$ cat src/rtl/fmt_parse_pkg.sv
// Shared types and constants for the formatted-number parser.
// Radix codes mirror the %d/%h/%b selectors of the text producer.
package fmt_parse_pkg;

  typedef enum logic [1:0] {
    RADIX_DEC  = 2'd0,
    RADIX_HEX  = 2'd1,
    RADIX_BIN  = 2'd2,
    RADIX_RSVD = 2'd3
  } radix_t;

  typedef enum logic [1:0] {
    ST_IDLE  = 2'd0,
    ST_ACCUM = 2'd1,
    ST_EMIT  = 2'd2
  } state_t;

  localparam logic [7:0] ASCII_SP    = 8'h20;
  localparam logic [7:0] ASCII_COMMA = 8'h2C;
  localparam logic [7:0] ASCII_LF    = 8'h0A;
  localparam logic [7:0] ASCII_CR    = 8'h0D;

  function automatic logic [4:0] radix_base(
    input radix_t r
  );
    logic [4:0] b;
    unique case (r)
      RADIX_DEC: b = 5'd10;
      RADIX_HEX: b = 5'd16;
      RADIX_BIN: b = 5'd2;
      default:   b = 5'd0;
    endcase
    return b;
  endfunction

endpackage

$ cat src/rtl/ascii_digit_decode.sv
// Combinational ASCII classifier: delimiter detect plus
// digit value and validity for the selected radix.
module ascii_digit_decode
  import fmt_parse_pkg::*;
(
  input  logic [7:0] ch,
  input  radix_t     radix,
  output logic [3:0] digit,
  output logic       is_digit,
  output logic       is_delim
);

  logic dec_c;
  logic lo_c;
  logic up_c;
  logic bin_c;

  assign dec_c = (ch >= 8'h30) && (ch <= 8'h39);
  assign lo_c  = (ch >= 8'h61) && (ch <= 8'h66);
  assign up_c  = (ch >= 8'h41) && (ch <= 8'h46);
  assign bin_c = (ch == 8'h30) || (ch == 8'h31);

  assign is_delim = (ch == ASCII_SP)
                 || (ch == ASCII_COMMA)
                 || (ch == ASCII_LF)
                 || (ch == ASCII_CR);

  always_comb begin
    digit = 4'd0;
    unique case (1'b1)
      dec_c:   digit = 4'(ch - 8'h30);
      lo_c:    digit = 4'(ch - 8'h57);
      up_c:    digit = 4'(ch - 8'h37);
      default: digit = 4'd0;
    endcase
  end

  always_comb begin
    is_digit = 1'b0;
    unique case (radix)
      RADIX_DEC: is_digit = dec_c;
      RADIX_HEX: is_digit = dec_c | lo_c | up_c;
      RADIX_BIN: is_digit = bin_c;
      default:   is_digit = 1'b0;
    endcase
  end

endmodule

$ cat src/rtl/fmt_num_parser.sv
// Parses delimited dec/hex/bin ASCII tokens into WIDTH-bit values
// and emits them on a valid/ready stream with ovf/err/eol flags.
module fmt_num_parser
  import fmt_parse_pkg::*;
#(
  parameter int WIDTH = 8
) (
  input  logic             clk,
  input  logic             rst_n,
  input  logic [1:0]       radix,
  input  logic             in_valid,
  output logic             in_ready,
  input  logic [7:0]       in_char,
  output logic             out_valid,
  input  logic             out_ready,
  output logic [WIDTH-1:0] out_value,
  output logic             out_ovf,
  output logic             out_err,
  output logic             out_eol
);

  state_t           state;
  radix_t           rdx;
  radix_t           rsel;
  logic [WIDTH-1:0] acc;
  logic             ovf;
  logic             err;
  logic [3:0]       digit;
  logic             is_digit;
  logic             is_delim;
  logic             fire;
  logic [WIDTH+3:0] base;
  logic [WIDTH+3:0] mac;

  assign in_ready = !out_valid;
  assign fire     = in_valid && in_ready;

  // First char of a token decodes with the live radix input.
  assign rsel = (state == ST_IDLE) ? radix_t'(radix) : rdx;

  ascii_digit_decode u_dec (
    .ch       (in_char),
    .radix    (rsel),
    .digit    (digit),
    .is_digit (is_digit),
    .is_delim (is_delim)
  );

  assign base = (WIDTH+4)'(radix_base(rdx));
  assign mac  = ({4'b0, acc} * base)
              + (WIDTH+4)'(digit);

  always_ff @(posedge clk or negedge rst_n) begin
    if (!rst_n) begin
      state     <= ST_IDLE;
      rdx       <= RADIX_DEC;
      acc       <= '0;
      ovf       <= 1'b0;
      err       <= 1'b0;
      out_valid <= 1'b0;
      out_value <= '0;
      out_ovf   <= 1'b0;
      out_err   <= 1'b0;
      out_eol   <= 1'b0;
    end else begin
      unique case (state)
        ST_IDLE: begin
          if (fire && !is_delim) begin
            rdx   <= rsel;
            acc   <= is_digit ? WIDTH'(digit) : '0;
            err   <= !is_digit;
            ovf   <= 1'b0;
            state <= ST_ACCUM;
          end
        end
        ST_ACCUM: begin
          if (fire) begin
            if (is_delim) begin
              out_value <= acc;
              out_ovf   <= ovf;
              out_err   <= err;
              out_eol   <= (in_char == ASCII_LF);
              out_valid <= 1'b1;
              state     <= ST_EMIT;
            end else if (is_digit) begin
              acc <= mac[WIDTH-1:0];
              if (|mac[WIDTH+3:WIDTH]) ovf <= 1'b1;
            end else begin
              err <= 1'b1;
            end
          end
        end
        ST_EMIT: begin
          if (out_ready) begin
            out_valid <= 1'b0;
            state     <= ST_IDLE;
          end
        end
        default: state <= ST_IDLE;
      endcase
    end
  end

endmodule

$ cat config.mk
export PLATFORM = sky130hd
export DESIGN_NAME = fmt_num_parser
export DESIGN_NICKNAME = d
export VERILOG_FILES = /design/src/rtl/fmt_parse_pkg.sv /design/src/rtl/ascii_digit_decode.sv /design/src/rtl/fmt_num_parser.sv
export SDC_FILE = /design/constraint.sdc
export NUM_CORES = 1
export LEC_CHECK = 0
export BUFFER_PORTS_ARGS = -buffer_cell sky130_fd_sc_hd__buf_2
export CAP_MARGIN = 20
export CORE_ASPECT_RATIO = 1.75
export CORE_MARGIN = 2
export CORE_UTILIZATION = 40
export DETAILED_ROUTE_END_ITERATION = 10
export GPL_ROUTABILITY_DRIVEN = 0
export PLACE_DENSITY = 0.62
export SLEW_MARGIN = 10
export SYNTH_ARGS = -nofsm -noshare
export SYNTH_HDL_FRONTEND = slang
export SYNTH_HIERARCHICAL = 1
export SYNTH_SLANG_ARGS = --single-unit
$ cat constraint.sdc
create_clock -name clk -period 4.8 [get_ports clk]
set_input_delay 0.96 -clock clk [delete_from_list [all_inputs] [get_ports clk]]
set_output_delay 0.96 -clock clk [all_outputs]
set_load 0.02 [all_outputs]
==> results of run 1 <==
==> worst register-to-register path, stage by stage, from the launching register on <==
cell,delay (ps)
dfrtp_1,580
nor2b_1,450
and2_1,210
ha_1,230
ha_1,310
fa_1,540
ha_1,340
a211oi_1,340
o21ai_0,180
and4_1,220
nor4b_2,220
a21oi_1,100
==> synth_stat cells, types with 5 or more instances <==
master	n	share of area
a211oi_1	5	0.016
a21oi_1	5	0.010
and2_1	15	0.039
dfrtp_1	26	0.27
fa_1	6	0.050
ha_1	34	0.18
inv_1	26	0.040
mux2_2	14	0.065
nand2_1	10	0.016
nand2b_1	7	0.018
nor2_1	5	0.0078
nor2b_1	7	0.018
o21ai_0	14	0.029
xnor2_1	5	0.018
==> cell usage in the layout, fill, tap and decap left out, types with 2 or more instances in the layout <==
cell / count
a211oi_1: 5
a21o_1: 2
a21o_2: 2
a21oi_1: 5
a31oi_1: 4
and2_1: 15
and3_1: 4
buf_2: 26
buf_4: 10
clkbuf_8: 3
dfrtp_1: 26
fa_1: 6
ha_1: 34
inv_1: 26
mux2_2: 14
nand2_1: 10
nand2b_1: 7
nand3_1: 4
nand4_1: 4
nand4b_1: 2
nor2_1: 5
nor2b_1: 7
nor3_1: 2
nor4_1: 4
nor4b_2: 2
o21a_1: 2
o21ai_0: 14
o21ai_1: 2
o31ai_1: 3
or2b_2: 2
or3_1: 2
xnor2_1: 5
==> cell type report <==
type                       count  area share
clock inverter                 1      0.0109
tap                           78      0.0356
multi-input combinational    190       0.591
timing repair buffer          36      0.0747
sequential                    26       0.237
inverter                      26      0.0356
clock buffer                   3      0.0150
==> state kept, by name (all words and copies together) (netlist names) <==
signal	cells
acc	8
err	1
out_eol	1
out_err	1
out_ovf	1
out_valid	1
out_value	8
ovf	1
rdx	2
state	2
==> metal layers <==
metal | up-vias | routed length (um) | global-route usage
met4 | 0 | 159 | 0.0651
met1 | 945 | 2050 | 0.179
li1 | 959 | - | -
met5 | - | 0 | 0
met3 | 12 | 124 | 0.0178
met2 | 33 | 3350 | 0.386
==> kinds of logic after synthesis <==
kind of cell / synth area share
AND/OR/NAND/NOR: 0.220
AO/OA/AOI/OAI: 0.129
adder cells (fa/ha/maj): 0.226
buffers and inverters: 0.0571
flip-flops: 0.270
multiplexers: 0.0758
XOR/XNOR: 0.0218
==> worst paths after layout <==
kind	startpoint	depth (start not counted)	to
setup / recovery	in_char[0]	14	ovf$_DFFE_PN0P_
hold / removal	out_err$_DFFE_PN0P_	1	out_err$_DFFE_PN0P_
setup reg to reg	rdx[0]$_DFFE_PN0P_	11	ovf$_DFFE_PN0P_
hold reg to reg	out_err$_DFFE_PN0P_	1	out_err$_DFFE_PN0P_
max in group asynchronous	rst_n	1	out_err$_DFFE_PN0P_
min in group asynchronous	rst_n	1	ovf$_DFFE_PN0P_
==> report_power, final <==
group          leakage [nW]  internal (mW)  switching [mW]
combinational          1.09         0.0989           0.126
sequential            0.342          0.243          0.0341
clock                0.0357          0.112          0.0737
total                  1.47          0.454           0.233
==> results.json, run 1 <==
{
  "status": "completed",
  "post-route-period-util": 0.943,
  "timing.final.ws_setup_ps": 274,
  "grt-ovfl-total": 0,
  "synth_cell_types": 54,
  "antenna_cells": 0,
  "syn_inst": 248,
  "ys_ff_latch": 26,
  "dpl.cell_count": 356,
  "power.total_mw": 0.687,
  "clk_latency_ps": 280,
  "fin_area_sq_um": 2750,
  "place_area_sq_um": 2670,
  "multi_input_area_sq_um": 1620,
  "rrSetupSlack_ps": 960,
  "syn-num-nets": 302,
  "cpMostUsedCell": "ha_1",
  "max_freq_ghz": 0.221,
  "rsz0062_at_grt": "false",
  "die_h_um": 107,
  "ys_warn_count": 6,
  "path_cells": "buf_2 -> ha_1 -> or4b_4 -> and3_4 -> or2_1 -> ha_1 -> ha_1 -> fa_1 -> ha_1 -> a211oi_1 -> o21ai_0 -> and4_1 -> nor4b_2 -> a21oi_1",
  "postCtsSetupRepairBufs": 0,
  "cp_num_buf_inv": 1,
  "clock-root-buffer": "clkbuf_8",
  "clock_skew_ps": 9.26,
  "crit_arrival_ps": 4690,
  "grt_pass1_wl_mm": 9.74,
  "hold_viol": 0,
  "finish.utilization": 0.471,
  "grt_max_degree": 27,
  "layout.nets": 337,
  "num_io_pins": 27,
  "layoutNonFillerInstCount": 360,
  "cts_sinks": 26,
  "slowest_stage": "or4b_4",
  "fin_crit_ps": 4530,
  "ys_seq_area_frac": 0.270,
  "synthFlopType": "dfrtp_1",
  "final-setup-viol-count": 0,
  "synthArstFlopShare": 1.00,
  "drcViolationCount": 0,
  "hold_slack_ps": 510,
  "vdd_drop_max_mv": 0.151,
  "track_usage": 0.184,
  "antenna_found_initial": 0,
  "syn-cell-area_sq_um": 2410,
  "path_class": "in -> reg",
  "routed_wirelength_mm": 5.68,
  "dp_slack_ps": -1.76,
  "drive_gt1_frac": 0.241,
  "worstPathRequired_ps": 4970,
  "drt-pass1-iter-count": 4,
  "via_per_inst": 5.41,
  "fillers": 599,
  "critPathCaptureType": "register",
  "synth_edf_count": 0,
  "clk_path_buf_depth": 2,
  "die_w_um": 62.7,
  "route.vias.total": 1949,
  "cpLargestDelayFamily": "adder cells",
  "critPathMaxFanout": 5,
  "worst_pin_slew_ps": 997,
  "hold_path_class": "reg -> reg",
  "cap_violations": 0,
  "cts_hold_buf": 0,
  "routedWlPerCell_um": 15.8,
  "numCtsBuffers": 3,
  "std_cell_rows": 37,
  "htree_num_levels": 1,
  "dp_hpwl_mm": 4.67,
  "postSynthAreaPerCell_sq_um": 9.72,
  "slew_headroom": 0.331,
  "seq_area_sq_um": 651,
  "syn2layout_area_growth_pct": 13.9,
  "cts_resized": 0,
  "ant_nets": 0,
  "path_clk_slew_ps": 100,
  "port_buffers": 26,
  "pwr_density_cell_nw_per_um2": 250,
  "dr.first_iter.drc_count": 67,
  "start_kind": "input pin",
  "grt_pass1_vias": 2095,
  "cpPeakStageDelay_ps": 540,
  "dieArea_sq_um": 6690,
  "core_sq_um": 5830,
  "fin_tns_setup_ps": 0,
  "final_max_slew_viol_count": 0,
  "p_leak_nw": 1.47,
  "start_util": 0.413,
  "cts_tree": "yes"
}
Note: power is estimated with default switching activity, not from simulation.
==> run 2, diff against run 1 <==
--- a/config.mk
+++ b/config.mk
@@ -12,7 +12,7 @@
 export CORE_UTILIZATION = 40
 export DETAILED_ROUTE_END_ITERATION = 10
 export GPL_ROUTABILITY_DRIVEN = 0
-export PLACE_DENSITY = 0.62
+export PLACE_DENSITY = 0.64
 export SLEW_MARGIN = 10
 export SYNTH_ARGS = -nofsm -noshare
 export SYNTH_HDL_FRONTEND = slang
==> constraint.sdc (replaced) <==
create_clock -name clk -period 3.9 [get_ports clk]
set_input_delay 0.78 -clock clk [delete_from_list [all_inputs] [get_ports clk]]
set_output_delay 0.78 -clock clk [all_outputs]
set_load 0.02 [all_outputs]
==> run 2 against run 1 <==
Largest cell class unchanged; hold slack got worse by 24 ps; critical endpoint unchanged; design area up 9.3%; sequential power up 21%.
==> results.json, run 2 (same netlist as run 1, synthesis figures left out) <==
{
  "final-setup-viol-count": 0,
  "post-route-period-util": 0.974,
  "multi_input_area_sq_um": 1730,
  "cpLargestDelayFamily": "simple AND/OR/NAND/NOR gates",
  "antenna_cells": 0,
  "layout.nets": 352,
  "htree_num_levels": 1,
  "drive_gt1_frac": 0.323,
  "grt-ovfl-total": 0,
  "core_sq_um": 5830,
  "hold_viol": 0,
  "final_max_slew_viol_count": 0,
  "path_cells": "buf_12 -> inv_12 -> ha_4 -> or4b_4 -> and3_4 -> or2_4 -> ha_4 -> ha_4 -> fa_2 -> fa_2 -> a211oi_4 -> or4_1 -> nand4_1 -> nor4b_2 -> a21oi_1",
  "pwr_density_cell_nw_per_um2": 296,
  "cts_hold_buf": 0,
  "fin_crit_ps": 3800,
  "worst_pin_slew_ps": 612,
  "routed_wirelength_mm": 5.76,
  "route.vias.total": 1991,
  "start_kind": "input pin",
  "clk_path_buf_depth": 2,
  "max_freq_ghz": 0.263,
  "reg_top3": "acc (8), out_value (8)",
  "critPathCaptureType": "register",
  "routedWlPerCell_um": 15.3,
  "seq_area_sq_um": 651,
  "vdd_drop_max_mv": 0.147,
  "slowest_stage": "fa_2",
  "num_io_pins": 27,
  "die_h_um": 107,
  "drt-pass1-iter-count": 4,
  "numCtsBuffers": 3,
  "grt_pass1_vias": 2130,
  "track_usage": 0.182,
  "syn2layout_area_growth_pct": 24.5,
  "dp_slack_ps": -448,
  "hold_path_class": "in -> async",
  "via_per_inst": 5.31,
  "crit_arrival_ps": 3970,
  "cp_num_buf_inv": 2,
  "cts_sinks": 26,
  "cap_violations": 0,
  "final_cell_mix": "ha_1, dfrtp_1, buf_4",
  "timing.final.ws_setup_ps": 101,
  "finish.utilization": 0.515,
  "rsz0062_at_grt": "true",
  "path_class": "in -> reg",
  "grt_pass1_wl_mm": 9.70,
  "worstPathRequired_ps": 4080,
  "start_util": 0.413,
  "cpPeakStageDelay_ps": 580,
  "clk_latency_ps": 290,
  "antenna_found_initial": 0,
  "clock-root-buffer": "clkbuf_8",
  "clock_skew_ps": 11.1,
  "dp_hpwl_mm": 4.77,
  "critPathMaxFanout": 4,
  "std_cell_rows": 37,
  "dieArea_sq_um": 6690,
  "ant_nets": 0,
  "fillers": 572,
  "dr.first_iter.drc_count": 35,
  "p_leak_nw": 1.54,
  "cpMostUsedCell": "ha_4",
  "final_common_cell": "ha_1",
  "status": "completed",
  "slew_headroom": 0.592,
  "die_w_um": 62.7,
  "cts_tree": "yes",
  "drcViolationCount": 0,
  "grt_max_degree": 27,
  "path_clk_slew_ps": 100,
  "port_buffers": 26
}
==> run 2: metal layers <==
metal,up-vias,track usage,wire length (um)
met1,977,0.180,2070
met4,0,0.0571,97
met5,-,0,0
met2,25,0.389,3520
met3,7,0.00944,67
li1,982,-,-
==> run 2: cell type report <==
class / instances / area share
clock inverter: 1 / 0.0100
clock buffer: 3 / 0.0138
inverter: 26 / 0.0375
tap: 78 / 0.0325
multi-input combinational: 190 / 0.576
sequential: 26 / 0.217
timing repair buffer: 51 / 0.113
==> run 2: power breakdown <==
| part | leakage (nW) | switching, mW | total (mW) | internal (mW) |
|---|---|---|---|---|
| sequential | 0.342 | 0.0358 | 0.335 | 0.300 |
| clock | 0.0357 | 0.0954 | 0.233 | 0.138 |
| combinational | 1.16 | 0.171 | 0.321 | 0.150 |
==> run 2: final timing paths <==
path                                           from                  endpoint  slack (ps)  cells past startpoint
max                                      in_char[1]           ovf$_DFFE_PN0P_         100                     15
min                                           rst_n           ovf$_DFFE_PN0P_         490                      1
max reg2reg                      rdx[0]$_DFFE_PN0P_           ovf$_DFFE_PN0P_         240                     14
min reg2reg                out_value[0]$_DFFE_PN0P_  out_value[0]$_DFFE_PN0P_         510                      1
max in group asynchronous                     rst_n           err$_DFFE_PN0P_        3000                      1
min in group clk           out_value[0]$_DFFE_PN0P_  out_value[0]$_DFFE_PN0P_         510                      1
==> run 2: per-stage QoR <==
stage	hold slack, ps	power (mW)	std cells	setup TNS [ps]	cell area [sq um]
floorplan	479	0.533	248	-98.0	2480
global placement	489	0.648	370	-926	2850
detailed placement	493	0.655	370	-1140	2850
CTS	516	0.897	374	0	2980
global route	530	0.949	375	-3.71	3000
finish	486	0.889	375	0	3000
==> run 2: repair_timing <==
action,CTS,global route
setup buffers,0,1
pin swaps,10,8
gates resized for setup,8,5
endpoints found under the setup margin,2,1
